File: src/rtl/ps2_host_tx.sv
// PS/2 host-to-device transmitter: inhibits the bus, issues a request-to-send, then shifts one
// command byte out on device clock edges and checks the device ACK.
module ps2_host_tx #(
    parameter int unsigned INHIBIT_CYCLES = 5000,
    parameter int unsigned TIMEOUT_CYCLES = 1000000
) (
    input  logic       clk,
    input  logic       rst,
    input  logic       tx_start,
    input  logic [7:0] tx_data,
    input  logic       ps2_clk_in,
    input  logic       ps2_data_in,
    output logic       ps2_clk_oe,
    output logic       ps2_data_oe,
    output logic       busy,
    output logic       done,
    output logic       err
);

    localparam int unsigned MaxCnt = (INHIBIT_CYCLES > TIMEOUT_CYCLES) ? INHIBIT_CYCLES
                                                                        : TIMEOUT_CYCLES;
    localparam int unsigned CntW = $clog2(MaxCnt + 1);
    localparam logic [CntW-1:0] InhLast = CntW'(INHIBIT_CYCLES - 1);
    localparam logic [CntW-1:0] ToLast  = CntW'(TIMEOUT_CYCLES - 1);

    typedef enum logic [2:0] {
        StIdle,
        StInhibit,
        StReq,
        StSend,
        StAck,
        StWaitIdle
    } state_e;

    state_e          state_q, state_d;
    logic [CntW-1:0] cnt_q, cnt_d;
    logic [10:0]     frame_q, frame_d;
    logic [3:0]      bit_idx_q, bit_idx_d;
    logic            clk_oe_d, data_oe_d, busy_d, done_d, err_d;

    logic clk_s1, clk_s2, clk_prev;
    logic data_s1, data_s2;
    logic fe;
    logic timeout;

    always_ff @(posedge clk or posedge rst) begin
        if (rst) begin
            clk_s1   <= 1'b1;
            clk_s2   <= 1'b1;
            clk_prev <= 1'b1;
            data_s1  <= 1'b1;
            data_s2  <= 1'b1;
        end else begin
            clk_s1   <= ps2_clk_in;
            clk_s2   <= clk_s1;
            clk_prev <= clk_s2;
            data_s1  <= ps2_data_in;
            data_s2  <= data_s1;
        end
    end

    assign fe      = clk_prev & ~clk_s2;
    assign timeout = (cnt_q == ToLast);

    always_ff @(posedge clk or posedge rst) begin
        if (rst) begin
            state_q     <= StIdle;
            cnt_q       <= '0;
            frame_q     <= '0;
            bit_idx_q   <= '0;
            ps2_clk_oe  <= 1'b0;
            ps2_data_oe <= 1'b0;
            busy        <= 1'b0;
            done        <= 1'b0;
            err         <= 1'b0;
        end else begin
            state_q     <= state_d;
            cnt_q       <= cnt_d;
            frame_q     <= frame_d;
            bit_idx_q   <= bit_idx_d;
            ps2_clk_oe  <= clk_oe_d;
            ps2_data_oe <= data_oe_d;
            busy        <= busy_d;
            done        <= done_d;
            err         <= err_d;
        end
    end

    // Outputs are computed from the next state so they come straight off flops.
    always_comb begin
        state_d   = state_q;
        cnt_d     = cnt_q;
        frame_d   = frame_q;
        bit_idx_d = bit_idx_q;
        clk_oe_d  = 1'b0;
        data_oe_d = 1'b0;
        busy_d    = busy;
        done_d    = 1'b0;
        err_d     = 1'b0;

        unique case (state_q)
            StIdle: begin
                busy_d = 1'b0;
                if (tx_start) begin
                    frame_d  = {1'b1, ~^tx_data, tx_data, 1'b0};
                    cnt_d    = '0;
                    busy_d   = 1'b1;
                    clk_oe_d = 1'b1;
                    state_d  = StInhibit;
                end
            end
            StInhibit: begin
                clk_oe_d = 1'b1;
                if (cnt_q == InhLast) begin
                    data_oe_d = 1'b1;
                    state_d   = StReq;
                end else begin
                    cnt_d = cnt_q + 1'b1;
                end
            end
            StReq: begin
                cnt_d     = '0;
                bit_idx_d = '0;
                data_oe_d = ~frame_q[0];
                state_d   = StSend;
            end
            StSend: begin
                cnt_d     = cnt_q + 1'b1;
                data_oe_d = ~frame_q[0];
                if (timeout) begin
                    data_oe_d = 1'b0;
                    err_d     = 1'b1;
                    busy_d    = 1'b0;
                    state_d   = StIdle;
                end else if (fe) begin
                    frame_d   = {1'b1, frame_q[10:1]};
                    bit_idx_d = bit_idx_q + 1'b1;
                    data_oe_d = ~frame_d[0];
                    // Edge 10 puts the stop bit (released line) out; the ACK phase follows.
                    if (bit_idx_q == 4'd9) begin
                        data_oe_d = 1'b0;
                        state_d   = StAck;
                    end
                end
            end
            StAck: begin
                cnt_d = cnt_q + 1'b1;
                if (timeout) begin
                    err_d   = 1'b1;
                    busy_d  = 1'b0;
                    state_d = StIdle;
                end else if (fe) begin
                    if (!data_s2) begin
                        state_d = StWaitIdle;
                    end else begin
                        err_d   = 1'b1;
                        busy_d  = 1'b0;
                        state_d = StIdle;
                    end
                end
            end
            StWaitIdle: begin
                cnt_d = cnt_q + 1'b1;
                if (timeout) begin
                    err_d   = 1'b1;
                    busy_d  = 1'b0;
                    state_d = StIdle;
                end else if (clk_s2 && data_s2) begin
                    done_d  = 1'b1;
                    busy_d  = 1'b0;
                    state_d = StIdle;
                end
            end
            default: begin
                busy_d  = 1'b0;
                state_d = StIdle;
            end
        endcase
    end

endmodule

File: config.mk
export PLATFORM = sky130hd
export DESIGN_NAME = ps2_host_tx
export DESIGN_NICKNAME = d
export VERILOG_FILES = /design/src/rtl/ps2_host_tx.sv
export SDC_FILE = /design/constraint.sdc
export NUM_CORES = 1
export LEC_CHECK = 0
export ABC_AREA = 1
export CORE_MARGIN = 4
export CORE_UTILIZATION = 45
export DETAILED_ROUTE_END_ITERATION = 12
export GPL_ROUTABILITY_DRIVEN = 1
export PLACE_DENSITY = 0.66
export SLEW_MARGIN = 0
export SYNTH_ARGS = -nofsm -noshare
export SYNTH_HDL_FRONTEND = slang
export SYNTH_SLANG_ARGS = --single-unit
File: constraint.sdc
create_clock -name clk -period 3.4 [get_ports clk]
set_input_delay 0.85 -clock clk [delete_from_list [all_inputs] [get_ports clk]]
set_output_delay 0.85 -clock clk [all_outputs]
set_load 0.02 [all_outputs]
==> flow_metrics.py <==
metrics = {
    "synth": {
        "syn_area_um2": 2900,
        "async_reset_ff_share_pct": 100,
        "syn_nets": 419,
        "ys_dominant_reg_cell": "dfrtp_1",
        "yosys-top-cells-count": "nand2_1 (117), inv_1 (50), nor2_1 (48)",
        "ys_ff_latch": 48,
        "yosysWarningCount": 0,
        "ys_types": 33,
        "ys_seq_area_share_pct": 41.6,
        "yosysTopAreaCellShare_pct": 37.1,
        "ys_top_cells_by_area": "dfrtp_1 (37%), nand2_1 (15%), inv_1 (6.5%), nor2_1 (6.2%), nand3_1 (5.7%)",
        "netlist.top_cell.by_area": "dfrtp_1",
        "synth_edf_count": 0,
        "synth.avg_cell_area_um2": 7.19,
        "syn_inst": 403,
        "yosysMostFrequentCell": "nand2_1",
    },
    "clocking": {
        "root_buffer": "clkbuf_8",
        "cts_resized": 0,
        "cts_buffers": 5,
        "cts_tree": "done",
        "cts.sinks": 48,
        "clk_pin_slew_ns": 0.09,
        "hold_buffers": 0,
        "h-tree-depth": 2,
        "worstSkewPairLatency_ns": 0.30,
        "postCtsSetupRepairBufs": 0,
        "cts_buffer_depth": 2,
    },
    "die": {
        "start_util_pct": 47.6,
        "die_area_um2": 7790,
        "boundaryPins": 18,
        "core_area_um2": 6100,
        "fp.dieH_um": 88.3,
        "die_width_um": 88.3,
        "rows": 28,
    },
    "global_route": {
        "grt_overflow": 0,
        "track_usage_pct": 18.0,
        "grt_pass1_wl_mm": 11.1,
        "grt_start_max_net_pins": 49,
        "grt_pass1_vias": 2388,
        "grt_antenna_before_repair": 0,
    },
    "setup_path": {
        "crit_path_top_delay_cell": "clkdlybuf4s50_1",
        "r2r_start": "cnt_q[0]$_DFFE_PP0P_",
        "crit_required_ns": 2.55,
        "cp-start-kind": "flip-flop",
        "cp_top_family": "buffers and inverters",
        "crit_type": "reg2out",
        "cp_num_buf_inv": 1,
        "cp-end-kind": "primary output",
        "cpPeakStageDelay_ns": 0.61,
        "cp_max_fo": 2,
        "crit_arrival_ns": 1.26,
        "reg2reg_depth": 9,
        "cp-startpoint": "busy$_DFFE_PP0P_",
        "path_depth": 1,
        "path_cells": "clkdlybuf4s50_1",
    },
    "detailed_routing": {
        "post-route-drc-count": 0,
        "drtAntennaViolNets": 0,
        "routed_wl_mm": 6.39,
        "vias_per_cell": 5.12,
        "wl_per_cell_um": 12.9,
        "drtIter0Drc": 155,
        "firstDrtPassIters": 5,
        "num_vias": 2543,
    },
    "power": {
        "p_sw_mw": 0.846,
        "combPwrFrac_pct": 40.4,
        "power_leakage_nw": 1.48,
        "swShare_pct": 41.5,
        "vdd_drop_max_mv": 0.403,
        "p_per_area_nw_per_um2": 630,
        "internal-power_mw": 1.19,
        "seqPwrFrac_pct": 38.2,
        "p_clk_share_pct": 21.4,
    },
    "timing": {
        "fin_tns_setup_ns": 0,
        "worst_slack_ns": 1.29,
        "max-slew-margin-rel_pct": 59.7,
        "rsz0062_at_grt": "false",
        "slew_viol_final": 0,
        "max_freq_mhz": 474,
        "fin_skew_ns": 0.00622,
        "hold-worst-slack_ns": 0.361,
        "worstMarginPinSlew_ns": 0.604,
        "fin_crit_ns": 2.11,
        "hold_viol": 0,
        "period_share_pct": 62.1,
        "setup_viol": 0,
    },
    "place": {
        "port_buffers": 17,
        "hpwl_mm": 4.68,
        "pre_cts_slack_ns": 1.08,
        "place.gp.congestion": 0.968,
        "placed_cell_area_um2": 3120,
        "place_inst": 489,
    },
    "layout": {
        "multiInputGateArea_um2": 1440,
        "layout-drive-gt1-share_pct": 7.11,
        "stdcell_count": 497,
        "fill_cells": 601,
        "postLayoutCellArea_um2": 3240,
        "nets": 437,
        "diodes": 0,
        "syn_to_final_growth_pct": 11.7,
        "seq_area_um2": 1210,
    },
    "worst_hold_path": {
        "hp-start": "clk_s1$_DFF_PP1_",
        "min_path_cells": 0,
        "hold_path.class": "reg2reg",
    },
    "run_status": {
        "status": "finished, final reports clean",
    },
    "flow_run": {
        "maxCapViolCount": 0,
    },
}
## registers in the layout, indices dropped and copies added (netlist names), 3 cells and up
signal and flops:
bit_idx_q 4, cnt_q 20, frame_q 11, state_q 3
## metal layers
metal | GRT usage [%] | up-vias | share of wire (%)
li1 | - | 1308 | -
met1 | 26.7 | 1162 | 51
met2 | 27.3 | 64 | 43
met3 | 3.26 | 9 | 5.0
met4 | 4.95 | 0 | 1.4
met5 | 0 | - | 0
## cell families (layout without fill, tap and decap cells)
kind of cell               after synthesis  in the layout  share of synthesized area [%]
AOI/OAI and AO/OA                       42             42                           8.03
xor gates and xnor gates                20             20                           6.04
adders and majority gates                3              3                           1.29
buffers and inverters                   61             80                           8.85
DFF                                     48             48                           41.6
and+or+nand+nor                        229            229                           34.1
## path summary, 6_finish.rpt
| check | to | slack (ns) |
|---|---|---|
| max | busy | 1.29 |
| min | clk_s2$_DFF_PP1_ | 0.36 |
| max reg2reg | frame_q[9]$_DFFE_PP0P_ | 1.36 |
| min reg2reg | clk_s2$_DFF_PP1_ | 0.36 |
| max in group asynchronous | state_q[1]$_DFFE_PP0P_ | 1.98 |
| min in group asynchronous | cnt_q[4]$_DFFE_PP0P_ | 1.02 |
## power groups by stage
stage | Clock [mW] | Combinational (mW) | Sequential [mW]
after global routing | 0.480 | 0.948 | 0.800
after floorplan | 0 | 0.668 | 0.792
final | 0.436 | 0.824 | 0.780
after CTS | 0.451 | 0.830 | 0.779
after detailed placement | 0 | 0.827 | 0.790
after global placement | 0 | 0.815 | 0.788
## stage by stage
| stage | util (%) | power [mW] |
|---|---|---|
| after global routing | 53.1 | 2.23 |
| after floorplan | - | 1.46 |
| after CTS | 53.1 | 2.06 |
| after global placement | 51.1 | 1.60 |
| after detailed placement | 51.1 | 1.62 |
| final | 53.1 | 2.04 |
## final cells by class
type	count	share of cell area [%]
Clock buffer	6	2.55
Clock inverter	2	1.20
Inverter	54	6.26
Multi-Input combinational cell	294	44.3
Sequential cell	48	37.3
Tap cell	75	2.90
Timing Repair Buffer	18	5.49
## placed cells by master (no fill, tap or decap), drive strengths merged, types with 7 or more instances in the layout
cell type,n
nand2,120
clkdlybuf4s50,17
nor3,11
nand3,35
xnor2,7
inv,54
dfrtp,43
o21ai,34
xor2,13
nor2,51
(Power assumes the default switching activity.)
